[src/rtl/rf_pkg.sv]
// Shared types for the register-file write scheduler.
// Holds the writeback request bundle and the PC register index.
package rf_pkg;

    localparam int RF_SIZE       = 32;
    localparam int RF_AMOUNT_REG = 4;

    localparam logic [RF_AMOUNT_REG-1:0] PC_REG = 4'd15;

    typedef struct packed {
        logic [RF_AMOUNT_REG-1:0] ra;
        logic [RF_SIZE-1:0]       wd;
    } wb_req_t;

endpackage

[src/rtl/rf_write_scheduler_wb_fifo.sv]
// Synchronous FIFO buffering load-return writebacks.
// Ports: clk_i, rst_i (sync, active-high), push_i/data_i, pop_i/data_o,
//        full_o, empty_o, count_o (0..DEPTH).
module wb_fifo #(
    parameter int W     = 8,
    parameter int DEPTH = 4,
    localparam int AW   = $clog2(DEPTH)
) (
    input  logic          clk_i,
    input  logic          rst_i,
    input  logic          push_i,
    input  logic [W-1:0]  data_i,
    input  logic          pop_i,
    output logic [W-1:0]  data_o,
    output logic          full_o,
    output logic          empty_o,
    output logic [AW:0]   count_o
);

    logic [W-1:0] mem_q [DEPTH];
    logic [AW-1:0] wr_q, rd_q;
    logic [AW:0]   cnt_q, cnt_d;
    logic          do_push, do_pop;

    assign full_o  = (cnt_q == (AW+1)'(DEPTH));
    assign empty_o = (cnt_q == '0);
    assign count_o = cnt_q;
    assign data_o  = mem_q[rd_q];

    assign do_push = push_i && !full_o;
    assign do_pop  = pop_i && !empty_o;

    always_comb begin
        cnt_d = cnt_q;
        unique case ({do_push, do_pop})
            2'b10:   cnt_d = cnt_q + 1'b1;
            2'b01:   cnt_d = cnt_q - 1'b1;
            default: cnt_d = cnt_q;
        endcase
    end

    // Storage needs no reset: pointers and count define validity.
    always_ff @(posedge clk_i) begin
        if (do_push) begin
            mem_q[wr_q] <= data_i;
        end
    end

    // Pointers wrap naturally since DEPTH is a power of two.
    always_ff @(posedge clk_i) begin
        if (rst_i) begin
            wr_q  <= '0;
            rd_q  <= '0;
            cnt_q <= '0;
        end else begin
            if (do_push) wr_q <= wr_q + 1'b1;
            if (do_pop)  rd_q <= rd_q + 1'b1;
            cnt_q <= cnt_d;
        end
    end

endmodule

[src/rtl/rf_write_scheduler.sv]
// Merges ALU and buffered load writebacks onto the single RF write port,
// redirects R15 writes to the PC port and tracks pending destinations.
// Ports: CLK, RST; ALU_* source; MEM_* load source with MEM_READY;
//        ISSUE_* from decode; WE3/RA3/WD3 RF port; PC_WE/PC_WD;
//        PENDING scoreboard; OCCUPANCY of the load FIFO.
module rf_write_scheduler
    import rf_pkg::*;
#(
    parameter int SIZE       = RF_SIZE,
    parameter int AMOUNT_REG = RF_AMOUNT_REG,
    parameter int DEPTH      = 4
) (
    input  logic                     CLK,
    input  logic                     RST,
    input  logic                     ALU_VALID,
    input  logic [AMOUNT_REG-1:0]    ALU_RA,
    input  logic [SIZE-1:0]          ALU_WD,
    input  logic                     MEM_VALID,
    output logic                     MEM_READY,
    input  logic [AMOUNT_REG-1:0]    MEM_RA,
    input  logic [SIZE-1:0]          MEM_WD,
    input  logic                     ISSUE_VALID,
    input  logic [AMOUNT_REG-1:0]    ISSUE_RA,
    output logic                     WE3,
    output logic [AMOUNT_REG-1:0]    RA3,
    output logic [SIZE-1:0]          WD3,
    output logic                     PC_WE,
    output logic [SIZE-1:0]          PC_WD,
    output logic [2**AMOUNT_REG-1:0] PENDING,
    output logic [$clog2(DEPTH):0]   OCCUPANCY
);

    localparam int NREG = 2**AMOUNT_REG;

    wb_req_t mem_req, alu_req, head, sel;
    logic    fifo_full, fifo_empty, push, pop, sel_valid;

    logic                  we3_q, we3_d;
    logic [AMOUNT_REG-1:0] ra3_q, ra3_d;
    logic [SIZE-1:0]       wd3_q, wd3_d;
    logic                  pc_we_q, pc_we_d;
    logic [SIZE-1:0]       pc_wd_q, pc_wd_d;
    logic [NREG-1:0]       pending_q, pending_d;

    assign mem_req = '{ra: MEM_RA, wd: MEM_WD};
    assign alu_req = '{ra: ALU_RA, wd: ALU_WD};

    // Ready looks only at full, so a same-cycle pop never frees a slot.
    assign MEM_READY = !fifo_full;
    assign push      = MEM_VALID && !fifo_full;

    // ALU always wins; the FIFO head drains only on ALU-idle cycles.
    assign sel_valid = ALU_VALID || !fifo_empty;
    assign pop       = !ALU_VALID && !fifo_empty;
    assign sel       = ALU_VALID ? alu_req : head;

    wb_fifo #(
        .W     ($bits(wb_req_t)),
        .DEPTH (DEPTH)
    ) u_load_fifo (
        .clk_i   (CLK),
        .rst_i   (RST),
        .push_i  (push),
        .data_i  (mem_req),
        .pop_i   (pop),
        .data_o  (head),
        .full_o  (fifo_full),
        .empty_o (fifo_empty),
        .count_o (OCCUPANCY)
    );

    always_comb begin
        we3_d     = 1'b0;
        pc_we_d   = 1'b0;
        ra3_d     = ra3_q;
        wd3_d     = wd3_q;
        pc_wd_d   = pc_wd_q;
        pending_d = pending_q;
        if (sel_valid) begin
            if (sel.ra == PC_REG) begin
                pc_we_d = 1'b1;
                pc_wd_d = sel.wd;
            end else begin
                we3_d = 1'b1;
                ra3_d = sel.ra;
                wd3_d = sel.wd;
            end
            pending_d[sel.ra] = 1'b0;
        end
        // Applied after the clear: a new producer outranks the retiring one.
        if (ISSUE_VALID && ISSUE_RA != PC_REG) begin
            pending_d[ISSUE_RA] = 1'b1;
        end
    end

    always_ff @(posedge CLK) begin
        if (RST) begin
            we3_q     <= 1'b0;
            ra3_q     <= '0;
            wd3_q     <= '0;
            pc_we_q   <= 1'b0;
            pc_wd_q   <= '0;
            pending_q <= '0;
        end else begin
            we3_q     <= we3_d;
            ra3_q     <= ra3_d;
            wd3_q     <= wd3_d;
            pc_we_q   <= pc_we_d;
            pc_wd_q   <= pc_wd_d;
            pending_q <= pending_d;
        end
    end

    assign WE3     = we3_q;
    assign RA3     = ra3_q;
    assign WD3     = wd3_q;
    assign PC_WE   = pc_we_q;
    assign PC_WD   = pc_wd_q;
    assign PENDING = pending_q;

endmodule

[config.mk]
export PLATFORM = sky130hd
export DESIGN_NAME = rf_write_scheduler
export DESIGN_NICKNAME = d
export VERILOG_FILES = /design/src/rtl/rf_pkg.sv /design/src/rtl/rf_write_scheduler_wb_fifo.sv /design/src/rtl/rf_write_scheduler.sv
export SDC_FILE = /design/constraint.sdc
export NUM_CORES = 1
export LEC_CHECK = 0
export CAP_MARGIN = 15
export CORE_MARGIN = 8
export CORE_UTILIZATION = 52
export DETAILED_ROUTE_END_ITERATION = 8
export GPL_TIMING_DRIVEN = 0
export PLACE_DENSITY_LB_ADDON = 0.12
export SKIP_CTS_REPAIR_TIMING = 1
export SYNTH_ARGS = -nofsm -noshare
export SYNTH_HDL_FRONTEND = slang
export SYNTH_SLANG_ARGS = --single-unit
[constraint.sdc]
create_clock -name CLK -period 2.4 [get_ports CLK]
set_input_delay 0.36 -clock CLK [delete_from_list [all_inputs] [get_ports CLK]]
set_output_delay 0.36 -clock CLK [all_outputs]
set_load 0.02 [all_outputs]
Yosys cells after proc, flatten, opt, wreduce, memory -nomap -nowiden
Memory sizes are Yosys's and may differ from the RTL's. A register that Yosys moved wholly into a read port is not among the register bits.
Index checks and enable logic that the tools add are counted.
W data, S select, Z words.
{"block": "totals", "output_inout_bits": 90, "romBits": 0, "in_bits": 81, "elab_cells": 58, "latchBits": 0, "n_memories": 1, "ramBits": 144, "ff_bits": 93}
{"block": "classes", "multipliers": 0, "add_sub_neg": 4, "magnitude_cmp": 4, "mux": 14, "n_bitwise": 5, "n_eq_ne": 5, "shifts": 0, "n_reduce_logical": 16, "n_div": 0}
{"name": "u_load_fifo.mem_q", "depth": 4, "word_bits": 36, "rd": 1, "rd_clocked_by_memory_dff": 1, "write_ports": 1, "line": "rf_write_scheduler_wb_fifo.sv:20", "source": "logic [W-1:0] mem_q [DEPTH];"}
{"cell": "$mux W36", "n": 1}
{"cell": "$mux W16", "n": 2}
{"cell": "$and A16 B16 Y16", "n": 1}
{"cell": "$not A16 Y16", "n": 1}
{"cell": "$or A16 B16 Y16", "n": 1}
{"cell": "$lt A4 B5 Y1 const B", "n": 2}
{"cell": "$demux W1 S4", "n": 2}
{"cell": "$ge A4 B1 Y1 const B", "n": 2}
{"cell": "$logic_and A1 B1 Y1", "n": 7}
{"cell": "$mux W1", "n": 6}
{"cell": "$pmux W3 S2", "n": 1}
{"cell": "$add A2 B1 Y2 const B", "n": 2}
{"cell": "$eq A4 B4 Y1 const B", "n": 1}
{"cell": "$mux W2", "n": 2}
{"cell": "$ne A4 B4 Y1 const B", "n": 1}
{"cell": "$reduce_and A2 Y1", "n": 2}
{"cell": "$add A3 B1 Y3 const B", "n": 1}
{"cell": "$eq A3 B3 Y1 const B", "n": 1}
{"cell": "$logic_not A1 Y1", "n": 3}
{"cell": "$logic_not A3 Y1", "n": 1}
{"cell": "$sub A3 B1 Y3 const B", "n": 1}
{"cell": "$eq A2 B1 Y1 const B", "n": 1}
{"cell": "$eq A2 B2 Y1 const B", "n": 1}
{"cell": "$not A1 Y1", "n": 2}
{"cell": "3 further kinds", "n": 3}

Longest topological paths before layout
Gate-level depths: netlist of run 1.
{"block": "logic_depth", "word_depth": 10, "mapped_depth": 10, "ltp_nobuf": 10}

Hierarchy
From an unflattened synthesis of run 1, not the netlist that was laid out.
{"block": "unflattened", "hier_cells": 625, "area_unflattened_um2": 9520.4}
{"module": "wb_fifo", "instances": 1, "cells_per_inst": 242, "area_each_um2": 5734.2, "seq_area_each_um2": 4504.3}
{"module": "rf_write_scheduler", "instances": 1, "cells_per_inst": 383, "area_each_um2": 3786.1, "seq_area_each_um2": 1721.7}

Worst setup path after synthesis of run 1
Ideal clock, no wire load.
{"block": "synth_path", "path_type": "register -> register", "from": "register u_load_fifo.cnt_q[2], in the netlist u_load_fifo.count_o[2]", "to": "register u_load_fifo.cnt_q[2], in the netlist u_load_fifo.count_o[2]", "synth_period_minus_slack_ps": 2333, "t_arrival_ps": 2263, "path_buffers": 0, "setup_time_ps": 71, "stages_incl_launch_ff": 10, "t_required_ps": 2329, "path_slack_ps": 67, "path_cell_list": "dfxtp_1 -> nand3_1 -> and2_1 -> inv_1 -> ha_1 -> inv_1 -> fa_1 -> xor2_1 -> or3_1 -> a21oi_1"}
{"block": "synth_between", "elab_chain_cells": 6, "elab_cells_between_ends": 14, "classes_between": "2 x add/sub; 3 x eq/ne; 1 x mux; 8 x reduce/logical"}
{"item": "from (decl)", "line": "rf_write_scheduler_wb_fifo.sv:22", "source": "logic [AW:0] cnt_q, cnt_d;"}
{"item": "from (signal assigned)", "line": "rf_write_scheduler_wb_fifo.sv:58", "source": "cnt_q <= cnt_d;"}
{"item": "$eq A3 B3 Y1 *", "line": "rf_write_scheduler_wb_fifo.sv:25", "source": "assign full_o = (cnt_q == (AW+1)'(DEPTH));"}
{"item": "$logic_not A1 Y1 *"}
{"item": "named net MEM_READY", "line": "rf_write_scheduler.sv:19", "source": "output logic MEM_READY,"}
{"item": "$logic_and A1 B1 Y1", "line": "rf_write_scheduler.sv:50", "source": "assign push = MEM_VALID && !fifo_full;"}
{"item": "$logic_and A1 B1 Y1 *", "line": "rf_write_scheduler_wb_fifo.sv:30", "source": "assign do_push = push_i && !full_o;"}
{"item": "$eq A2 B1 Y1 / $eq A2 B2 Y1 (equally long branches)", "line": "rf_write_scheduler_wb_fifo.sv:35", "source": "unique case ({do_push, do_pop})"}
{"item": "$pmux W3 S2 / $reduce_bool A2 Y1 (equally long branches)"}
Mark *: on every way through the listed nets, which the timed path passes. The rest lies on a longest branch.
A chain may end at the register's enable or synchronous reset.

Worst setup path after layout of run 1
{"block": "layout_path", "from": "input port ALU_VALID", "to": "register pc_wd_q[19], in the netlist PC_WD[19]"}
{"block": "layout_between", "elab_chain_cells": 3, "elab_cells_between_ends": 4, "classes_between": "1 x eq/ne; 1 x mux; 2 x reduce/logical"}
{"item": "from (decl)", "line": "rf_write_scheduler.sv:15", "source": "input logic ALU_VALID,"}
{"item": "$mux W36", "line": "rf_write_scheduler.sv:55", "source": "assign sel = ALU_VALID ? alu_req : head;"}
{"item": "$eq A4 B4 Y1", "line": "rf_write_scheduler.sv:80", "source": "if (sel.ra == PC_REG) begin"}
{"item": "$reduce_and A2 Y1 (no line)"}
{"item": "to (signal assigned)", "line": "rf_write_scheduler.sv:109", "source": "pc_wd_q <= pc_wd_d;"}
{"item": "to (decl)", "line": "rf_write_scheduler.sv:42", "source": "logic [SIZE-1:0] pc_wd_q, pc_wd_d;"}
Parallel ways exist; a longest one is shown, timed or not.

==> results of run 1 <==
## metal layers
metal | routed length (um) | part of all wire, % | GRT usage [%] | up-vias
met3 | 1820 | 7.7 | 4.12 | 49
met4 | 636 | 2.7 | 6.78 | 2
met5 | 13 | 0.055 | 0 | -
met1 | 9360 | 40 | 24.4 | 3073
li1 | - | - | - | 2846
met2 | 11800 | 50 | 35.4 | 241
## power by group through the flow
stage | clock network, mW | registers, mW | logic [mW]
after detailed placement | 0 | 5.20 | 3.28
final | 3.65 | 5.12 | 3.35
after floorplan | 0 | 5.47 | 1.72
after global routing | 3.86 | 5.16 | 3.57
after CTS | 3.70 | 5.12 | 3.29
after global placement | 0 | 5.18 | 3.15
## final cells by class
class | count | area (um^2)
Multi-Input combinational cell | 370 | 3080
Buffer | 37 | 203
Timing Repair Buffer | 180 | 1870
Inverter | 14 | 52.6
Clock buffer | 36 | 741
Clock inverter | 9 | 45.0
Sequential cell | 239 | 6230
Tap cell | 229 | 287
Fill cell | 1207 | 5470
## flip-flops by register name (all words and copies together) (netlist names), 2 cells and up, named ones only
name and count:
RA3 4, u_load_fifo.wr_q 2, PC_WD 32, u_load_fifo.count_o 3, u_load_fifo.mem_q 144, u_load_fifo.rd_q 2, WD3 32, PENDING 16
## Yosys cell counts, drive strengths merged (2+ instances only)
cell	number
edfxtp	144
dfxtp	95
nand2	74
mux2	64
nor2b	64
a21oi	36
mux4	34
clkbuf	22
o21ai	17
buf	15
o311ai	15
inv	14
nor2	14
nand3	8
and3	5
ha	5
mux2i	5
a221oi	3
nand2b	3
xor2	3
nand3b	2
nor3	2
o32a	2
or3	2
xnor2	2
## metrics by stage
step	worst slack [ns]	hold slack (ns)	area, um^2	std cells
6_report	0.0588	0.460	12500	1114
4_1_cts	-0.331	0.463	12400	1108
3_5_place_dp	-0.839	0.448	11600	1063
5_1_grt	-0.00457	0.462	12500	1114
2_1_floorplan	0.0667	0.459	9520	660
3_3_place_gp	-0.769	0.434	11500	1059
## final timing paths
kind	endpoint	slack, ns	start
worst max register to register	WD3[27]	0.08	flip-flop
worst min register to register	RA3[3]	0.46	RA3[3]
worst max-delay path	PC_WD[19]	0.06	ALU_VALID
worst min-delay path	RA3[3]	0.46	RA3[3]
## worst max-delay path, stage by stage
cell and delay, ns:
clkdlybuf4s50_1 0.61, inv_1 0.11, buf_2 0.22, nand2_2 0.16, nand4_1 0.25, nor3_4 0.41
buf_6 0.24, mux2_2 0.35
## logic make-up after synthesis
logic type / after synthesis / share of synthesized area, %
flops: 239 / 65.4
fa+ha+maj: 6 / 0.868
xor+xnor: 5 / 0.460
mux: 103 / 16.2
buf+inv: 51 / 2.51
compound gates: 77 / 5.14
simple gates: 179 / 9.44
==> out/qor_table.md, run 1 <==
| Step | Parameter | This run |
|---|---|---|
| sta | Final hold viol count | 0 |
| cells and area | Post-synthesis to final-layout area growth | 31.3% |
| floorplan | Effective utilization at floorplan | 53.0% |
| yosys | Share of synthesized area occupied by flip-flops and latches | 65.4% |
| worst setup path | Type of the worst setup path | in -> reg |
| floorplan | Placeable core region | 18000 um^2 |
| routing | Remaining antenna violation count | 0 |
| yosys | Top post-synthesis cells by area | edfxtp_1, dfxtp_1, mux4_2 |
| cells and area | Final core utilization | 69.6% |
| global routing | Number of antenna violations at the first check in global routing | 1 |
| power and ir drop | Clock share of power | 30.1% |
| min path | Type of the tightest min-delay check | reg -> reg |
| yosys | Syn nets | 747 |
| cells and area | Most common cell after layout, fill and taps aside | clkdlybuf4s50_1 |
| clock tree | TritonCTS clock tree | built |
| power and ir drop | Combinational share of power | 27.6% |
| cells and area | Layout Nets | 954 |
| floorplan | Number of rows in the core area | 49 |
| cells and area | Ant. Diodes | 0 |
| routing | Total length of routed wires | 23600 um |
| global routing | Via count of the first global-routing pass | 6584 |
| power and ir drop | Internal power consumption | 8.71 mW |
| clock tree | Clock H-tree levels | 1 |
| worst setup path | Worst Path Required | 2.79 ns |
| floorplan | Num ports | 171 |
| sta | Maximum clock skew at final layout | 0.0189 ns |
| clock tree | Total clock sinks | 239 |
| clock tree | Clock tree root buffer cell | clkbuf_16 |
| place | HPWL after detailed placement | 16400 um |
| routing | Pre-antenna DRT Iters | 5 |
| yosys | Post-synthesis async set-or-reset flop share | 0% |
| cells and area | Fraction of final layout cells with drive strength greater than 1 | 19.4% |
| power and ir drop | Net load switching power | 3.41 mW |
| sta | Post-route minimum period | 2.34 ns |
| sta | Post-Route Setup TNS | 0 ns |
| clock tree | Longest Clk Path Bufs | 3 |
| yosys | Cell type with the largest total area after synthesis | edfxtp_1 |
| routing | Wire per inst | 21.2 um |
| floorplan | Chip height | 151 um |
| run status | Status | finished, final reports clean |
| worst setup path | CP endpoint kind | flip-flop |
| global routing | Overall routing resource usage | 20.2% |
| routing | Number of DRC markers after the initial detailed-route iteration | 377 |
| floorplan | Die W | 151 um |
| power and ir drop | Sw frac | 28.1% |
| place | Final estimated routing congestion in global placement | 0.889 |
| global routing | First-pass GRT wire length | 35800 um |
| yosys | Post-synthesis cell count | 660 |
| routing | Number of vias in the routed layout | 6211 |
| routing | Remaining DRCs | 0 |
| cells and area | Commonest cells after routing, fill and taps aside | clkdlybuf4s50_1, edfxtp_1, dfxtp_1, nand2_1, nor2b_1 |
| clock tree | Cts bufs inserted | 25 |
| sta | Worst relative slew slack | 51.1% |
| yosys | Average size of a mapped cell | 14.4 um^2 |
| routing | Vias/cell | 5.58 |
| worst setup path | Endpoint arrival time on the critical path | 2.73 ns |
| global routing | Total grt overflow | 0 |
| sta | Top achievable clock speed | 427 MHz |
| power and ir drop | Worst IR Drop VDD | 0.876 mV |
| yosys | Most frequently used flop master after synthesis | edfxtp_1 |
| worst setup path | Maximum fanout count along the critical path | 10 |
| yosys | Number of unique standard cell types used by synthesis | 41 |
| sta | Measured slew at the worst slew-check pin | 0.734 ns |
| clock tree | Clock slew seen by the registers of the worst setup and hold paths | 0.06 ns |
| place | Port buffer count | 170 |
| flow run | Number of max-capacitance violations reported | 0 |
| min path | Number of stages on the worst hold path | 2 |
| sta | Final number of setup-violating endpoints | 0 |
| sta | Tcrit/Tclk final | 97.5% |
| power and ir drop | Total power consumption of the routed design | 12.1 mW |
| yosys | Yosys synthesis warning count | 0 |
| floorplan | Total Die Area | 22900 um^2 |
| yosys | Count of flip-flops with a built-in enable after synthesis | 144 |
| worst setup path | Cell count of the worst reg-to-reg path | 8 |
| power and ir drop | Fraction of power consumed by sequential logic | 42.3% |
| worst setup path | Critical Path Source Type | input pin |
| power and ir drop | Lkg Pwr | 4.43 nW |
| yosys | Netlist Area Pre-Place | 9520 um^2 |
| sta | Number of slew-limit violations in the final report | 0 |
| clock tree | Clock network latency to the later pin of the worst-skew pair | 0.52 ns |
| power and ir drop | Power per cell area | 969 nW/um^2 |
| yosys | Proportion of netlist area held by the largest area contributor | 45.4% |
| global routing | Largest net degree at the start of global routing | 20 |
| yosys | Register bit count reported by yosys | 239 |
(Power assumes the default switching activity.)
==> run 2: changes to the inputs <==
--- a/config.mk
+++ b/config.mk
@@ -14,4 +14,5 @@
 export SKIP_CTS_REPAIR_TIMING = 1
 export SYNTH_ARGS = -nofsm -noshare
 export SYNTH_HDL_FRONTEND = slang
+export SYNTH_HIERARCHICAL = 1
 export SYNTH_SLANG_ARGS = --single-unit
==> out/qor_table.md, run 2 <==
| Step | Parameter | This run |
|---|---|---|
| worst setup path | CP endpoint kind | flip-flop |
| yosys | Cell type with the largest total area after synthesis | edfxtp_1 |
| clock tree | Total clock sinks | 239 |
| place | Port buffer count | 170 |
| sta | Maximum clock skew at final layout | 0.0144 ns |
| yosys | Count of flip-flops with a built-in enable after synthesis | 144 |
| worst setup path | Endpoint arrival time on the critical path | 2.75 ns |
| global routing | First-pass GRT wire length | 35900 um |
| yosys | Netlist Area Pre-Place | 9520 um^2 |
| clock tree | Clock tree root buffer cell | clkbuf_16 |
| clock tree | Cts bufs inserted | 25 |
| yosys | Number of unique standard cell types used by synthesis | 58 |
| place | Standard cell area after detailed placement | 11600 um^2 |
| floorplan | Placeable core region | 18000 um^2 |
| sta | Tcrit/Tclk final | 99.5% |
| cells and area | Commonest cells after routing, fill and taps aside | clkdlybuf4s50_1, edfxtp_1, dfxtp_1, a21oi_1, nor2_1 |
| place | Final estimated routing congestion in global placement | 0.860 |
| worst setup path | Worst Path Required | 2.76 ns |
| sta | Post-route worst hold slack | 0.474 ns |
| worst setup path | Critical Path Source Type | flip-flop |
| global routing | Number of antenna violations at the first check in global routing | 0 |
| yosys | Share of synthesized area occupied by flip-flops and latches | 65.4% |
| flow run | Number of max-capacitance violations reported | 0 |
| routing | Number of vias in the routed layout | 6268 |
| yosys | Register bit count reported by yosys | 239 |
| clock tree | Longest Clk Path Bufs | 3 |
| place | Cell Count Post-Placement | 1028 |
| power and ir drop | Total power consumption of the routed design | 12.6 mW |
| yosys | Leading cell type by number of instances after synthesis | edfxtp_1 |
| cells and area | Layout Nets | 931 |
| cells and area | Count of non-filler cells in the finished layout | 1091 |
| global routing | Largest net degree at the start of global routing | 33 |
| routing | Vias/cell | 5.75 |
| cells and area | Final core utilization | 70.5% |
| routing | Total length of routed wires | 24200 um |
| clock tree | Clock slew seen by the registers of the worst setup and hold paths | 0.06 ns |
| routing | Remaining antenna violation count | 0 |
| floorplan | Total Die Area | 22900 um^2 |
| routing | Met2 wirelength from detailed routing | 11800 um |
| global routing | Total grt overflow | 0 |
| cells and area | Post-synthesis to final-layout area growth | 33.0% |
| worst setup path | Type of the worst setup path | reg -> reg |
| cells and area | Most common cell after layout, fill and taps aside | clkdlybuf4s50_1 |
| yosys | Most frequently used flop master after synthesis | edfxtp_1 |
| floorplan | Number of rows in the core area | 49 |
| power and ir drop | Power per cell area | 998 nW/um^2 |
| cells and area | Post-route cell area | 12700 um^2 |
| floorplan | Num ports | 171 |
| routing | Met3 wire len | 1750 um |
| cells and area | Fraction of final layout cells with drive strength greater than 1 | 20.5% |
| yosys | Yosys synthesis warning count | 6 |
| sta | Post-Route Setup TNS | 0 ns |
| routing | Highest signal layer in the routed design | met4 |
| min path | Type of the tightest min-delay check | in -> reg |
| run status | Status | finished, final reports clean |
| yosys | Average size of a mapped cell | 15.2 um^2 |
| cells and area | Ant. Diodes | 0 |
| routing | Number of DRC markers after the initial detailed-route iteration | 406 |
| floorplan | Chip height | 151 um |
| sta | Final number of setup-violating endpoints | 0 |
| yosys | Top post-synthesis cells by area | edfxtp_1, dfxtp_1, mux4_2 |
| sta | Setup repair after global routing missed its margin | true |
| power and ir drop | Worst IR Drop VDD | 0.823 mV |
| sta | Final hold viol count | 0 |
| power and ir drop | Lkg Pwr | 4.37 nW |
| yosys | Post-synthesis cell count | 625 |
| clock tree | Clock network latency to the later pin of the worst-skew pair | 0.52 ns |
| sta | Number of slew-limit violations in the final report | 0 |
| floorplan | Effective utilization at floorplan | 53.0% |
| global routing | Via count of the first global-routing pass | 6361 |
| routing | Remaining DRCs | 0 |
| place | HPWL after detailed placement | 17200 um |
| yosys | Most frequent cells after synthesis | edfxtp_1, dfxtp_1, a21oi_1, nor2_1, a211oi_1 |
| floorplan | Die W | 151 um |
| cells and area | Number of flip-flops under the largest register name | 144 |
| worst setup path | Maximum fanout count along the critical path | 8 |
| routing | Wire per inst | 22.2 um |
| clock tree | Clock H-tree levels | 1 |
| clock tree | TritonCTS clock tree | built |
| global routing | Overall routing resource usage | 20.5% |
| sta | Setup slack of the critical path after layout | 0.0130 ns |
| sta | Post-route minimum period | 2.39 ns |
| yosys | Proportion of netlist area held by the largest area contributor | 45.4% |
| yosys | Post-synthesis async set-or-reset flop share | 0% |
| sta | Top achievable clock speed | 419 MHz |
| routing | Routed length on met1 | 10300 um |
| sta | Worst relative slew slack | 43.5% |
| cells and area | Register name with the most flops | u_load_fifo/mem_q |
| yosys | Syn nets | 712 |
| routing | Pre-antenna DRT Iters | 5 |
| sta | Measured slew at the worst slew-check pin | 0.847 ns |
| place | Worst slack after detailed placement | -0.650 ns |
-- run 2: path summary, 6_finish.rpt --
check	start	end	slack, ns	cells past startpoint
setup / recovery	flip-flop	WD3[23]	0.01	9
hold / removal	MEM_WD[5]	u_load_fifo/mem_q[0][5]	0.47	1
setup reg to reg	flip-flop	WD3[23]	0.01	9
hold reg to reg	PENDING[5]	PENDING[5]	0.49	2
-- run 2: area by class of cell --
cell class,instances,area [um^2]
clock inverter,13,104
tap,229,287
sequential,239,6240
clock buffer,32,703
fill,1212,5300
buffer,43,328
timing repair buffer,194,1950
multi-input combinational,327,3000
inverter,14,52.6
-- run 2: power by group --
part | leakage [nW] | internal (mW) | switching [mW]
registers | 2.10 | 4.92 | 0.276
logic | 1.87 | 1.77 | 1.92
clock network | 0.397 | 2.18 | 1.55
total | 4.37 | 8.88 | 3.75
-- run 2: critical path, stage by stage (launching register included) --
cell	delay, ns
dfxtp_2	0.33
buf_8	0.14
buf_12	0.13
mux4_2	0.59
nand3b_1	0.18
a22o_1	0.20
buf_6	0.15
and2_4	0.26
clkbuf_16	0.19
a211oi_2	0.06
-- run 2: cells by family (layout without fill, tap and decap cells) --
kind of cell / after synthesis / in the layout / share of synthesized area [%]
and+or+nand+nor: 97 / 97 / 5.31
buffers and inverters: 59 / 296 / 3.56
AOI/OAI and AO/OA: 152 / 152 / 12.4
DFF: 239 / 239 / 65.4
muxes: 69 / 69 / 12.2
xor gates and xnor gates: 3 / 3 / 0.276
adders and majority gates: 6 / 6 / 0.867
-- run 2: layer usage --
metal / global-route usage, % / up-vias
li1: - / 2878
met1: 27.5 / 3124
met2: 33.4 / 234
met3: 3.85 / 32
met4: 6.04 / 0
met5: 0 / -
==> run 3: changes to the inputs <==
--- a/config.mk
+++ b/config.mk
@@ -12,6 +12,7 @@
 export GPL_TIMING_DRIVEN = 0
 export PLACE_DENSITY_LB_ADDON = 0.12
 export SKIP_CTS_REPAIR_TIMING = 1
+export SLEW_MARGIN = 20
 export SYNTH_ARGS = -nofsm -noshare
 export SYNTH_HDL_FRONTEND = slang
 export SYNTH_HIERARCHICAL = 1
==> out/qor_table.md, run 3 (synthesized netlist as in run 2, its figures left out) <==
| Step | Parameter | This run |
|---|---|---|
| worst setup path | Family of cells with the greatest summed delay on the critical path | buffers and inverters |
| cells and area | Commonest cells after routing, fill and taps aside | clkdlybuf4s50_1, edfxtp_1, dfxtp_1, a21oi_1, nor2_1 |
| clock tree | Total clock sinks | 239 |
| power and ir drop | Worst IR Drop VDD | 0.749 mV |
| cells and area | Post-synthesis to final-layout area growth | 34.1% |
| worst setup path | Critical Path Source Type | flip-flop |
| cells and area | Register name with the most flops | u_load_fifo/mem_q |
| cells and area | Number of flip-flops under the largest register name | 144 |
| floorplan | Die W | 151 um |
| clock tree | Clock tree root buffer cell | clkbuf_16 |
| global routing | Number of antenna violations at the first check in global routing | 0 |
| clock tree | TritonCTS clock tree | built |
| floorplan | Chip height | 151 um |
| sta | Measured slew at the worst slew-check pin | 0.813 ns |
| clock tree | Clock network latency to the later pin of the worst-skew pair | 0.51 ns |
| floorplan | Num ports | 171 |
| routing | Met2 wirelength from detailed routing | 12100 um |
| worst setup path | CP endpoint kind | flip-flop |
| power and ir drop | Power per cell area | 1010 nW/um^2 |
| cells and area | Area taken by flip-flops and latches | 6240 um^2 |
| global routing | Overall routing resource usage | 20.7% |
| sta | Top achievable clock speed | 422 MHz |
| floorplan | Placeable core region | 18000 um^2 |
| worst setup path | Crit-path max cell delay | 0.56 ns |
| routing | Met3 wire len | 1800 um |
| sta | Post-route minimum period | 2.37 ns |
| cells and area | Count of non-filler cells in the finished layout | 1095 |
| worst setup path | Worst Path Required | 2.76 ns |
| worst setup path | Type of the worst setup path | reg -> reg |
| sta | Final hold viol count | 0 |
| routing | Remaining antenna violation count | 0 |
| worst setup path | Slowest stage cell on the critical path | mux4_2 |
| worst setup path | Cells along the critical path | buf_8, buf_12, mux4_2, nand3b_1, a22o_1, buf_6, and2_4, buf_12, clkbuf_16, a211oi_2 |
| sta | Setup slack of the critical path after layout | 0.0297 ns |
| global routing | Largest net degree at the start of global routing | 27 |
| place | Port buffer count | 170 |
| place | Cell Count Post-Placement | 1028 |
| routing | Number of vias in the routed layout | 6228 |
| cells and area | Ant. Diodes | 0 |
| routing | Vias/cell | 5.69 |
| clock tree | Clock H-tree levels | 1 |
| sta | Maximum clock skew at final layout | 0.00815 ns |
| clock tree | Cts bufs inserted | 25 |
| routing | Remaining DRCs | 0 |
| sta | Setup repair after global routing missed its margin | true |
| floorplan | Effective utilization at floorplan | 53.0% |
| sta | Number of slew-limit violations in the final report | 0 |
| routing | Wire per inst | 22.1 um |
| cells and area | Number of fillers in the final layout | 1222 |
| worst setup path | Worst path buffer plus inverter count | 5 |
| worst setup path | Top cell by count, worst path | buf_12 |
| sta | Tcrit/Tclk final | 98.8% |
| cells and area | Fraction of final layout cells with drive strength greater than 1 | 20.6% |
| cells and area | Multi-input logic area | 3000 um^2 |
| min path | Type of the tightest min-delay check | in -> reg |
| place | Worst slack after detailed placement | -0.623 ns |
| worst setup path | Maximum fanout count along the critical path | 9 |
| routing | Number of DRC markers after the initial detailed-route iteration | 371 |
| run status | Status | finished, final reports clean |
| floorplan | Number of rows in the core area | 49 |
| worst setup path | Endpoint arrival time on the critical path | 2.73 ns |
| sta | Final number of setup-violating endpoints | 0 |
| routing | Pre-antenna DRT Iters | 5 |
| routing | Routed length on met1 | 9860 um |
| power and ir drop | Total power consumption of the routed design | 12.9 mW |
| clock tree | Clock slew seen by the registers of the worst setup and hold paths | 0.06 ns |
| flow run | Number of max-capacitance violations reported | 0 |
| cells and area | Most common cell after layout, fill and taps aside | clkdlybuf4s50_1 |
| global routing | First-pass GRT wire length | 36200 um |
| global routing | Via count of the first global-routing pass | 6346 |
| cells and area | Layout Nets | 936 |
| routing | Highest signal layer in the routed design | met4 |
| routing | Total length of routed wires | 24200 um |
| sta | Post-route worst hold slack | 0.477 ns |
| floorplan | Total Die Area | 22900 um^2 |
| place | Final estimated routing congestion in global placement | 0.860 |
| global routing | Total grt overflow | 0 |
| power and ir drop | Lkg Pwr | 4.41 nW |
| place | HPWL after detailed placement | 17400 um |
| clock tree | Longest Clk Path Bufs | 3 |
| sta | Worst relative slew slack | 45.8% |
| min path | Hold Crit Start | MEM_WD[7] |
## run 3: cell count changes in the layout (fill, tap and decap cells not counted), moves of 3 or more
cell | previous run | this run
mux4_2 | 30 | 33
mux4_1 | 6 | 3
clkbuf_1 | 16 | 19
bufinv_16 | 1 | 4
## run 3: through the flow
stage               utilization, %  instance area, um^2  setup TNS [ns]
floorplan                        -                 9520               0
global placement              64.1                11500         -137.93
detailed placement            64.6                11600          -16.86
CTS                           69.1                12400          -15.80
global route                  71.1                12800           -1.12
finish                        71.1                12800               0
## run 3: final cells by class
type / count / share of cell area [%]
repair buffers: 199 / 15.9
flip-flops and latches: 239 / 48.9
well taps: 229 / 2.24
plain buffers: 43 / 2.69
multi-input cells: 327 / 23.5
clock inverters: 13 / 1.26
clock buffers: 31 / 5.16
inverters: 14 / 0.412
## run 3: per-layer routing
metal | vias up | track usage (%)
li1 | 2882 | -
met1 | 3084 | 27.4
met2 | 227 | 34.4
met3 | 35 | 4.00
met4 | 0 | 5.24
met5 | - | 0
## run 3: power breakdown
group	internal, mW	switching [mW]	total, mW
Combinational	1.91	1.96	3.87
Sequential	4.93	0.273	5.20
Clock	2.36	1.52	3.88
## run 3: worst paths after layout
path,cells after the start,to,slack (ns)
worst max-delay path,10,WD3[23],0.03
worst min register to register,2,PENDING[5],0.49
worst max register to register,10,WD3[23],0.03
worst min-delay path,1,u_load_fifo/mem_q[2][7],0.48
